[src/rtl/led_fade_pwm.sv]
// Per-channel PWM LED driver whose brightness ramps linearly toward a 0/1 target pattern.
// Latency: pattern->target 1 clk, level step per prescaler tick, level->led_out 1 clk (2 clk with LED_FADE_GAMMA_EN). No backpressure.
module led_fade_pwm #(
  parameter int N_LED     = 4,
  parameter int PWM_BITS  = 8,
  parameter int STEP_LOG2 = 16
) (
  input  logic                      clk,
  input  logic                      resetn,
  input  logic [N_LED-1:0]          pattern_in,
  output logic [N_LED-1:0]          led_out,
  output logic [N_LED*PWM_BITS-1:0] level_out,
  output logic                      idle
);

  localparam logic [PWM_BITS-1:0]  LVL_MAX = '1;
  localparam logic [PWM_BITS-1:0]  LVL_ONE = PWM_BITS'(1);
  localparam logic [STEP_LOG2-1:0] PRE_ONE = STEP_LOG2'(1);

  typedef enum logic [1:0] {
    CH_OFF,
    CH_RISE,
    CH_ON,
    CH_FALL
  } ch_state_t;

  logic [N_LED-1:0]     target;
  logic [PWM_BITS-1:0]  pwm_cnt;
  logic [STEP_LOG2-1:0] prescaler;
  logic                 tick;
  logic [PWM_BITS-1:0]  level [N_LED];
  ch_state_t            state [N_LED];
  logic                 all_settled;

  logic [PWM_BITS-1:0]  duty [N_LED];
  logic [N_LED-1:0]     force_on;
  logic [N_LED-1:0]     force_off;

  assign tick = &prescaler;

  always_ff @(posedge clk or negedge resetn) begin
    if (!resetn) begin
      target    <= '0;
      pwm_cnt   <= '0;
      prescaler <= '0;
    end else begin
      target    <= pattern_in;
      pwm_cnt   <= pwm_cnt + LVL_ONE;
      prescaler <= prescaler + PRE_ONE;
    end
  end

  // Channel state is a pure function of (target, level), so a reversal simply
  // flips direction from wherever the level currently is.
  always_comb begin
    all_settled = 1'b1;
    for (int i = 0; i < N_LED; i++) begin
      state[i] = CH_OFF;
      if (target[i]) begin
        state[i] = (level[i] == LVL_MAX) ? CH_ON : CH_RISE;
      end else begin
        state[i] = (level[i] == '0) ? CH_OFF : CH_FALL;
      end
      if (state[i] == CH_RISE || state[i] == CH_FALL) begin
        all_settled = 1'b0;
      end
    end
  end

  always_ff @(posedge clk or negedge resetn) begin
    if (!resetn) begin
      for (int i = 0; i < N_LED; i++) begin
        level[i] <= '0;
      end
    end else if (tick) begin
      for (int i = 0; i < N_LED; i++) begin
        case (state[i])
          CH_RISE: level[i] <= level[i] + LVL_ONE;
          CH_FALL: level[i] <= level[i] - LVL_ONE;
          default: level[i] <= level[i];
        endcase
      end
    end
  end

  always_ff @(posedge clk or negedge resetn) begin
    if (!resetn) begin
      idle <= 1'b1;
    end else begin
      idle <= all_settled;
    end
  end

  always_comb begin
    level_out = '0;
    for (int i = 0; i < N_LED; i++) begin
      level_out[i*PWM_BITS +: PWM_BITS] = level[i];
    end
  end

`ifdef LED_FADE_GAMMA_EN
  logic [2*PWM_BITS-1:0] lvl_sq [N_LED];

  always_comb begin
    for (int i = 0; i < N_LED; i++) begin
      lvl_sq[i] = {{PWM_BITS{1'b0}}, level[i]} * {{PWM_BITS{1'b0}}, level[i]};
    end
  end

  // Force flags travel with the squared duty so both reach led_out in the same cycle.
  always_ff @(posedge clk or negedge resetn) begin
    if (!resetn) begin
      for (int i = 0; i < N_LED; i++) begin
        duty[i] <= '0;
      end
      force_on  <= '0;
      force_off <= '1;
    end else begin
      for (int i = 0; i < N_LED; i++) begin
        duty[i]      <= PWM_BITS'(lvl_sq[i] >> PWM_BITS);
        force_on[i]  <= (level[i] == LVL_MAX);
        force_off[i] <= (level[i] == '0);
      end
    end
  end
`else
  always_comb begin
    force_on  = '0;
    force_off = '0;
    for (int i = 0; i < N_LED; i++) begin
      duty[i]      = level[i];
      force_on[i]  = (level[i] == LVL_MAX);
      force_off[i] = (level[i] == '0);
    end
  end
`endif

  // Full scale is forced high: duty > pwm_cnt alone would drop out at cnt == MAX.
  always_ff @(posedge clk or negedge resetn) begin
    if (!resetn) begin
      led_out <= '0;
    end else begin
      for (int i = 0; i < N_LED; i++) begin
        led_out[i] <= force_on[i] | (~force_off[i] & (duty[i] > pwm_cnt));
      end
    end
  end

endmodule
[config.mk]
export PLATFORM = sky130hd
export DESIGN_NAME = led_fade_pwm
export DESIGN_NICKNAME = d
export VERILOG_FILES = /design/src/rtl/led_fade_pwm.sv
export SDC_FILE = /design/constraint.sdc
export NUM_CORES = 1
export LEC_CHECK = 0
export CORE_UTILIZATION = 52
export DETAILED_ROUTE_END_ITERATION = 16
export PLACE_DENSITY_LB_ADDON = 0.1
export RECOVER_POWER = 50
export SLEW_MARGIN = 5
export SYNTH_ARGS = -nofsm -noshare
export SYNTH_HDL_FRONTEND = slang
export SYNTH_SLANG_ARGS = --single-unit
[constraint.sdc]
create_clock -name clk -period 3.6 [get_ports clk]
set_clock_uncertainty 0.05 [all_clocks]
set_input_delay 0.54 -clock clk [delete_from_list [all_inputs] [get_ports clk]]
set_output_delay 0.54 -clock clk [all_outputs]
set_load 0.02 [all_outputs]
# Word level (Yosys, flattened, before mapping)
# Cells that the tools add are included.
# word_totals
ff_bits	65
latchBits	0
ramBits	0
mem_bits_ro	0
input_bits	6
output_inout_bits	37
word_cells	83
mem_count	0
# classes
addsub	10
mul	0
n_div	0
order_cmp	4
n_eq_ne	12
shifts	0
muxes	20
bitwise	12
reduce_logical	16
# ops
operator	n
AND reduction 17 bit	4
one-hot mux 8 bit (2 select lines)	4
adder 8 x 1 -> 8 bit, second input constant	5
== test 8 bit, second input constant	4
greater-than comparator 8 bit	4
logical NOT 8 bit	4
subtractor 8 x 1 -> 8 bit, second input constant	4
2-to-1 mux 2 bit	12
adder 16 x 1 -> 16 bit, second input constant	1
== test 2 x 1 -> 1 bit, second input constant	4
== test 2 bit, second input constant	4
nonzero test 2 bit	4
bitwise AND 1 bit	4
logical OR 1 bit	4
2-to-1 mux 1 bit	4
NOT 1 bit	4
bitwise OR 1 bit	4

# Longest topological paths before layout
# Gate-level depths: netlist (run 1).
# logic_depth
word_depth	9
ltp_mapped	10
mapped_depth_nobuf	10

# Least setup slack after synthesis (run 1)
# No wires, ideal clock.
# synth_path
kind	flip-flop to flip-flop
startpoint	register level (netlist bit level_out[13])
endpoint	register level (netlist bit level_out[14])
setup_time_ns	0.065
arrival_time_ns	2.953
required_time_ns	3.485
path_slack_ns	0.531
stages_incl_launch_ff	11
path_buffers	0
period_less_slack_ns	3.069
path_cell_list	dfrtp_1 > or4_1 > nor2_1 > or2_2 > inv_1 > ha_1 > nor2b_1 > o31a_1 > or4b_2 > nand3_1 > mux2_2
# synth_via
elab_chain_cells	6
elab_cells_between_ends	12
classes_between	add/sub (2); eq/ne (3); mux (4); reduce/logical (3)
# synth_rtl
element	line	text
start, declared	31	logic [PWM_BITS-1:0] level [N_LED];
start signal, assigned by index	78	CH_RISE: level[i] <= level[i] + LVL_ONE;
start signal, assigned by index	79	CH_FALL: level[i] <= level[i] - LVL_ONE;
start signal, assigned by index	80	default: level[i] <= level[i];
== test 8 bit or logical NOT 8 bit (tied branches)	60, 62	
2-to-1 mux 2 bit (on tied branches)	60, 62	
2-to-1 mux 2 bit	59	if (target[i]) begin
== test 2 x 1 -> 1 bit or == test 2 bit (tied branches)	77	case (state[i])
nonzero test 2 bit (no source line)	-	
AND reduction 17 bit (no source line)	-	
# Several ways; a longest one is shown, not always the timed one.
# A chain may end at the register's enable or synchronous reset.

# Worst setup path in the final report (run 1)
# layout_path
startpoint	register level (netlist bit level_out[5])
endpoint	register level (netlist bit level_out[6])
# Same word-level chain as after synthesis.

==> summary.txt, run 1 <==
CTS max path bufs -> 2
Crit Path Class -> flop to flop
ys async rst share -> 100%
Clock Root Buffer -> clkbuf_8
area share of the largest cell type after synthesis -> 35.2%
post-DP HPWL -> 7330 um
CTS tree -> done
largest area contributor in the netlist -> dfrtp_1
RSZ-0062 raised after global routing -> no
Slew Limit Fails -> 0
layout cell share with drive strength beyond 1 -> 8.35%
max frequency -> 308 MHz
H-tree depth -> 3
Clock power frac -> 41.3%
GPL Wtd Cong -> 0.806
worst-path maximum fanout -> 6
Worst Setup End Kind -> flop
Nets -> 567
vias per cell -> 5.81
Power Internal -> 1.00 mW
vias in the first global route -> 3438
final setup fails -> 0
Die Area -> 9120 um^2
Syn-to-layout area delta -> 15.1%
maxcap violations -> 0
vias -> 3534
DRT iter0 DRCs -> 100
total gr overflow -> 0
Antenna Cells -> 0
sequential area share after synthesis -> 35.8%
Top Ports -> 43
Syn Area/Cell -> 10.2 um^2
Core Box Area -> 8340 um^2
endpoints failing hold -> 0
Worst-Skew Late Latency -> 0.34 ns
Hold Path Class -> input port to asynchronous set/reset pin
Reg2Reg Depth -> 10
status -> completed
Tcrit/Tclk final -> 90.2%
register bit count reported by yosys -> 65
Rel. slew slack -> 11.6%
slew at the pin closest to its max-slew limit -> 1.33 ns
dominant cells by area after synthesis -> dfrtp_1 35%, ha_1 16%, xnor2_1 6.4%, a21oi_1 3.3%, mux2_2 3.2%
initial antenna violation count -> 0
total clock buffers created by CTS -> 9
syn nets -> 515
wire length per cell -> 15.9 um
Worst setup SP type -> flop
Synth Instances -> 447
Port Buffers -> 42
Mapped Area -> 4550 um^2
CP max stage delay -> 0.61 ns
CP required -> 3.83 ns
# DRC -> 0
post-route ant nets -> 0
Tot GR Track Use -> 23.2%
Post-synth EDFFs -> 0
Post-CTS Setup Bufs -> 0
hold_buf cts -> 0
setup TNS -> 0 ns
global-route wire length before repair -> 16100 um
PwrDens -> 248 nW/um^2
Comb power frac -> 2.0%
post_cts resized -> 0
Final Critical Period -> 3.25 ns
critical-path cell list -> or4_1, nor2_1, or2_2, inv_1, ha_1, nor2b_1, o31a_1, or4b_2, nand3_1, mux2_2
clk sinks -> 65
WP data arrival -> 3.48 ns
slowest cell on the critical path -> or4b_2
fillers -> 726
largest net degree at the start of global routing -> 25
clk slew on worst S/H paths -> 0.07 ns
Synth Flop Type -> dfrtp_1
chip width -> 95.5 um
P_leak -> 2.41 nW
switching power -> 0.297 mW
DR pass1 iterations -> 4
synth warn -> 0
post-synth cell types -> 39
Cell Rows -> 33
Total Routed Length -> 9670 um
die span in y -> 95.5 um
maximum vdd drop -> 0.193 mV
Initial Utilization -> 54.5%
final design utilization -> 62.8%
share of power burned in registers -> 56.7%
sw frac -> 22.9%
==> per-stage QoR <==
stage          power [mW]  cell area, um^2  cells  setup WS, ns  hold slack [ns]
2_1_floorplan       0.755             4550    447         0.531            0.194
3_5_place_dp        0.780             5080    593         0.423            0.407
5_1_grt              1.35             5240    608         0.199            0.443
4_1_cts              1.32             5250    608         0.385            0.139
6_report             1.30             5240    608         0.353            0.418
3_3_place_gp        0.779             5080    593         0.482            0.406
==> synthesized netlist by cell type, types with 7 or more instances <==
master,instances
a21oi_1,30
dfrtp_1,64
ha_1,58
inv_1,21
mux2_2,13
mux2i_1,10
nand2_1,10
nand3_1,17
nand4_1,16
nor2_1,36
nor2b_1,15
nor3_1,8
o21a_1,11
o21ai_0,22
or4_1,8
xnor2_1,33
xor2_1,7
==> layout by cell type, fill, tap and decap left out, types with 5 or more instances in the layout <==
| master | n |
|---|---|
| a21o_1 | 6 |
| nor2b_1 | 15 |
| o21ai_0 | 22 |
| mux2_1 | 5 |
| mux2_2 | 13 |
| o21a_1 | 11 |
| nand3_1 | 17 |
| nand2_1 | 10 |
| a21oi_1 | 30 |
| dfrtp_1 | 64 |
| or4_1 | 8 |
| ha_1 | 58 |
| clkbuf_8 | 10 |
| nor4_1 | 6 |
| a211oi_1 | 6 |
| nor3_1 | 8 |
| clkbuf_1 | 5 |
| clkdlybuf4s50_1 | 37 |
| inv_1 | 21 |
| nor2_1 | 36 |
| nand4_1 | 16 |
| xnor2_1 | 33 |
| mux2i_1 | 10 |
| xor2_1 | 7 |
==> path summary, 6_finish.rpt <==
kind | start | to | slack, ns
min in group clk | prescaler[10] | prescaler[10] | 0.42
max in group asynchronous | resetn | pwm_cnt[2] | 1.29
min | resetn | level_out[4] | 0.42
min reg2reg | prescaler[10] | prescaler[10] | 0.42
max | level_out[5] | level_out[6] | 0.35
max reg2reg | level_out[5] | level_out[6] | 0.35
==> state kept, by name (all words and copies together), names as in the netlist <==
register   flops
prescaler     16
pwm_cnt        8
level_out     32
target         4
idle           1
led_out        4
==> routing by layer <==
| layer | GRT usage, % | part of all wire, % | vias to the layer above | routed length, um |
|---|---|---|---|---|
| met5 | 0 | 0 | - | 0 |
| met4 | 8.83 | 1.1 | 0 | 104 |
| met3 | 3.75 | 4.3 | 12 | 413 |
| met2 | 38.0 | 47 | 79 | 4570 |
| met1 | 30.7 | 47 | 1701 | 4570 |
| li1 | - | - | 1742 | - |
==> cell families (layout without fill, tap and decap cells) <==
family / after synthesis / after routing / share of synthesized area [%]
AND/OR/NAND/NOR: 135 / 135 / 16.1
flip-flops: 65 / 65 / 35.8
XOR/XNOR: 40 / 40 / 7.70
multiplexers: 28 / 28 / 6.66
adder cells (fa/ha/maj): 62 / 62 / 17.7
AO/OA/AOI/OAI: 91 / 91 / 13.3
buffers and inverters: 26 / 82 / 2.67
==> critical path: cells and delay by family (launching register included) <==
kind                       cells  cell delay, ns
DFF                            1            0.44
muxes                          1            0.15
adders and majority gates      1            0.35
buffers and inverters          1            0.11
AOI/OAI and AO/OA              1            0.27
and+or+nand+nor                6            1.82
==> power groups by stage <==
stage	registers, mW	logic [mW]	clock network [mW]
finish	0.737	0.0255	0.537
global placement	0.751	0.0286	0
global route	0.737	0.0302	0.586
detailed placement	0.751	0.0289	0
floorplan	0.750	0.00487	0
CTS	0.737	0.0290	0.553
==> area by class of cell <==
type	count	area, um^2	share of cell area [%]
Multi-Input combinational cell	356	2800	53.5
Sequential cell	65	1630	31.1
Timing Repair Buffer	46	437	8.34
Clock buffer	12	145	2.77
Tap cell	105	131	2.51
Inverter	21	78.8	1.51
Clock inverter	3	17.5	0.335
No activity file was read; power rests on OpenSTA's default activity.
==> run 2: changes to the inputs <==
- SETUP_SLACK_MARGIN: unset -> 0.4
==> run 2 against run 1 <==
- global-route usage did not move
- largest power group unchanged
- critical endpoint is now level_out[14]
- first-iteration DRC count is 6.0% lower
- combinational power about the same
- via count is 0.20% higher
- clock-buffer cell count is the same
- clock power barely moved
- total power hardly changed
- routed wire length grew 2.8%
- hold slack about the same
==> summary.txt, run 2 (synthesis gave the netlist of run 1 again) <==
Top Ports -> 43
Die Area -> 9120 um^2
crit path from -> level_out[9]
clk sinks -> 65
Reg-to-Reg Start -> level_out[9]
maximum vdd drop -> 0.193 mV
Final Critical Period -> 3.11 ns
maxcap violations -> 0
PwrDens -> 245 nW/um^2
CP max stage delay -> 0.60 ns
Port Buffers -> 42
Worst Setup End Kind -> flop
DRT iter0 DRCs -> 94
sw frac -> 22.9%
endpoints failing hold -> 0
clk slew on worst S/H paths -> 0.07 ns
Clock power frac -> 41.3%
wire length per cell -> 16.3 um
chip width -> 95.5 um
GRT met3 Usage -> 3.75%
total gr overflow -> 0
# DRC -> 0
Nets -> 568
vias in the first global route -> 3438
RSZ-0062 raised after global routing -> yes
Rel. slew slack -> 10.6%
Hold Path Class -> flop to flop
GPL Wtd Cong -> 0.806
slowest cell on the critical path -> or4b_2
Comb power frac -> 2.0%
slew at the pin closest to its max-slew limit -> 1.34 ns
Worst-Skew Late Latency -> 0.34 ns
vias -> 3541
Initial Utilization -> 54.5%
switching power -> 0.298 mW
Total Routed Length -> 9940 um
post-route ant nets -> 0
largest net degree at the start of global routing -> 25
Top delay family on crit path -> simple AND/OR/NAND/NOR gates
met2 Usage GRT -> 38.0%
setup TNS -> 0 ns
max frequency -> 322 MHz
Cell Rows -> 33
H-tree depth -> 3
vias per cell -> 5.81
Core Box Area -> 8340 um^2
hold path start -> prescaler[10]
Worst setup SP type -> flop
Crit Path Class -> flop to flop
Clock Root Buffer -> clkbuf_8
CTS tree -> done
worst-path maximum fanout -> 6
status -> completed
most frequent cells in the layout -> 59 x dfrtp_1, 54 x ha_1, 37 x clkdlybuf4s50_1
critical-path cell list -> or4_1, nor2_2, or2_2, inv_1, ha_1, o21a_1, o31a_1, or4b_2, nand3_1, mux2_2
P_leak -> 2.40 nW
met1 usage -> 30.7%
Antenna Cells -> 0
hold_buf cts -> 0
final setup fails -> 0
Syn-to-layout area delta -> 16.8%
layout cell share with drive strength beyond 1 -> 11.1%
CTS max path bufs -> 2
Tot GR Track Use -> 23.2%
setup ws final -> 0.495 ns
Placed Cells -> 593
Slew Limit Fails -> 0
share of power burned in registers -> 56.7%
total power -> 1.30 mW
WP data arrival -> 3.34 ns
die span in y -> 95.5 um
initial antenna violation count -> 0
total clock buffers created by CTS -> 9
global-route wire length before repair -> 16100 um
Buf/Inv on CP -> 1
DR pass1 iterations -> 5
Tcrit/Tclk final -> 86.3%
most common cell after layout, fill and taps aside -> dfrtp_1
Hold Slack -> 0.418 ns
max reg flops -> 32
fin cells -> 609
CP required -> 3.83 ns
Place WS -> 0.423 ns
GRT Max-Usage Layer -> met2
post-DP HPWL -> 7330 um
Power Internal -> 1.00 mW
[run 2: power groups by stage]
stage	registers, mW	clock network [mW]	logic [mW]
after floorplan	0.750	0	0.00487
after global placement	0.751	0	0.0286
after detailed placement	0.751	0	0.0289
after CTS	0.737	0.553	0.0290
after global routing	0.737	0.585	0.0302
final	0.737	0.538	0.0256
[run 2: final cells by class]
class	count	area (um^2)
multi-input combinational	356	2860
clock inverter	3	17.5
fill	726	3030
inverter	21	78.8
timing repair buffer	47	444
clock buffer	12	145
sequential	65	1630
tap	105	131
[run 2: path summary, 6_finish.rpt]
check / endpoint / slack, ns / depth (start not counted)
setup reg to reg: level_out[14] / 0.49 / 10
min in group asynchronous: level_out[4] / 0.43 / 1
setup / recovery: level_out[14] / 0.49 / 10
hold / removal: prescaler[10] / 0.42 / 1
max in group asynchronous: level_out[2] / 1.20 / 2
hold reg to reg: prescaler[10] / 0.42 / 1
[run 2: metrics by stage]
stage	cell area [um^2]	util, %
3_5_place_dp	5080	60.9
2_1_floorplan	4550	-
3_3_place_gp	5080	60.9
5_1_grt	5310	63.7
4_1_cts	5250	62.9
6_report	5310	63.7
[run 2: layer usage]
metal	vias up	wire length, um
met5	-	0
met4	0	158
met3	15	315
met2	73	4750
met1	1706	4710
li1	1747	-
[run 2: what timing repair did]
item,in CTS,in global routing
setup buffers,0,1
endpoints found under the setup margin,1,4
resized for setup,1,12
pin swaps,0,2
==> run 3: changes to the inputs <==
- CELL_PAD_IN_SITES_DETAIL_PLACEMENT: unset -> 1
- CELL_PAD_IN_SITES_GLOBAL_PLACEMENT: unset -> 1
- CORE_UTILIZATION: 52 -> 46
- HOLD_SLACK_MARGIN: unset -> 0.12
==> run 3 against run 2 <==
- via count grew 3.0%
- clock-buffer cell count is 1 lower
- design area rose by 3.1%
- utilization fell by 5.5 points
- clock power increased by 45%
- die area rose by 13%
- final cell count increased by 4.8%
- sequential share of layout area fell by 0.85 points
- register-to-register slack lost 0.04 ns
- total power rose by 19%
- critical endpoint is now level_out[6]
- highest routed layer unchanged
==> summary.txt, run 3 (synthesis gave the netlist of run 1 again) <==
CTS max path bufs -> 2
wire length per cell -> 17.8 um
CP max stage delay -> 0.61 ns
final setup fails -> 0
endpoints failing hold -> 0
post-DP HPWL -> 8370 um
P_leak -> 2.46 nW
chip width -> 101 um
Worst setup SP type -> flop
vias -> 3648
vias in the first global route -> 3837
post-route ant nets -> 0
Tot GR Track Use -> 23.8%
RSZ-0062 raised after global routing -> yes
slowest cell on the critical path -> or4b_2
Clock Root Buffer -> clkbuf_8
vias per cell -> 5.72
CTS tree -> done
Port Buffers -> 42
Core Box Area -> 9420 um^2
Crit Path Class -> flop to flop
Tcrit/Tclk final -> 87.3%
Hold Path Class -> flop to flop
worst-path maximum fanout -> 6
layout cell share with drive strength beyond 1 -> 13.4%
maxcap violations -> 0
most frequent cells in the layout -> 56 x dfrtp_1, 54 x ha_1, 33 x xnor2_1, 33 x clkdlybuf4s50_1, 32 x nor2_1
H-tree depth -> 3
PwrDens -> 282 nW/um^2
Placed Cells -> 617
Die Area -> 10300 um^2
Buf/Inv on CP -> 1
die span in y -> 101 um
status -> completed
DRT iter0 DRCs -> 111
Final Critical Period -> 3.14 ns
GPL Wtd Cong -> 0.800
critical-path cell list -> or4_4, nor2_2, or2_2, clkinvlp_4, ha_4, nor2b_1, o31a_1, or4b_2, nand3_1, mux2_2
setup TNS -> 0 ns
Total Routed Length -> 11400 um
max reg flops -> 32
Nets -> 572
WP data arrival -> 3.39 ns
Top Ports -> 43
# DRC -> 0
Antenna Cells -> 0
Top delay family on crit path -> simple AND/OR/NAND/NOR gates
total power -> 1.54 mW
fin cells -> 638
Cell Rows -> 35
Slew Limit Fails -> 0
clk sinks -> 65
Rel. slew slack -> 22.7%
Place WS -> 0.370 ns
Worst-Skew Late Latency -> 0.35 ns
CP required -> 3.85 ns
global-route wire length before repair -> 18800 um
max frequency -> 318 MHz
total clock buffers created by CTS -> 9
largest net degree at the start of global routing -> 45
Worst Setup End Kind -> flop
DR pass1 iterations -> 4
Initial Utilization -> 48.3%
Syn-to-layout area delta -> 20.3%
setup ws final -> 0.456 ns
slew at the pin closest to its max-slew limit -> 1.16 ns
maximum vdd drop -> 0.248 mV
initial antenna violation count -> 0
clk slew on worst S/H paths -> 0.08 ns
most common cell after layout, fill and taps aside -> dfrtp_1
total gr overflow -> 0
## run 3: cell count changes in the layout (fill, tap and decap cells not counted), sizes merged
cell           change
bufinv             +3
inv                -1
buf                +3
clkbuf             -1
dlygate4sd3        +5
clkinv             -1
clkdlybuf4s50      -4
clkinvlp           +1
## run 3: worst paths after layout
| kind | startpoint | to | slack [ns] | cells past startpoint |
|---|---|---|---|---|
| max | level_out[1] | level_out[6] | 0.46 | 10 |
| min | prescaler[10] | prescaler[10] | 0.42 | 1 |
| max reg2reg | level_out[1] | level_out[6] | 0.46 | 10 |
| min reg2reg | prescaler[10] | prescaler[10] | 0.42 | 1 |
| max in group asynchronous | resetn | level_out[25] | 0.81 | 3 |
| min in group asynchronous | resetn | level_out[3] | 0.88 | 2 |
## run 3: per-layer routing
layer	vias up	GRT usage [%]	part of all wire [%]
met2	38	43.4	52
met3	13	2.48	1.5
met5	-	0	0
li1	1759	-	-
met4	0	9.59	1.4
met1	1838	28.5	45
## run 3: what timing repair did
item	in CTS	in global routing
gates resized for setup	7	13
endpoints found under the hold margin	20	0
hold buffers	1	0
endpoints found under the setup margin	2	5
pin swaps	0	2
buffers inserted	0	4
## run 3: worst register-to-register path, stage by stage (launching register included)
cell,delay (ns)
dfrtp_2,0.44
or4_4,0.56
nor2_2,0.13
or2_2,0.17
clkinvlp_4,0.19
ha_4,0.28
nor2b_1,0.15
o31a_1,0.26
or4b_2,0.61
nand3_1,0.11
mux2_2,0.15
## run 3: final cells by class
| type | instances | area [um^2] |
|---|---|---|
| sequential | 65 | 1640 |
| fill | 1057 | 3940 |
| clock inverter | 5 | 103 |
| clock buffer | 11 | 141 |
| multi-input combinational | 356 | 2870 |
| inverter | 21 | 82.6 |
| tap | 129 | 161 |
| timing repair buffer | 51 | 478 |
## run 3: report_power, final
group	leakage (nW)	switching (mW)	internal, mW	total [mW]
sequential	0.853	0.00446	0.733	0.737
clock	0.120	0.301	0.478	0.779
combinational	1.49	0.0195	0.00712	0.0266
## run 3: through the flow
stage                     area (um^2)  util, %  hold WS [ns]
after global placement           5110     54.3         0.408
after detailed placement         5110     54.3         0.405
after global routing             5470     58.1         0.436
final                            5470     58.1         0.416
after CTS                        5390     57.3         0.419
after floorplan                  4550        -         0.194
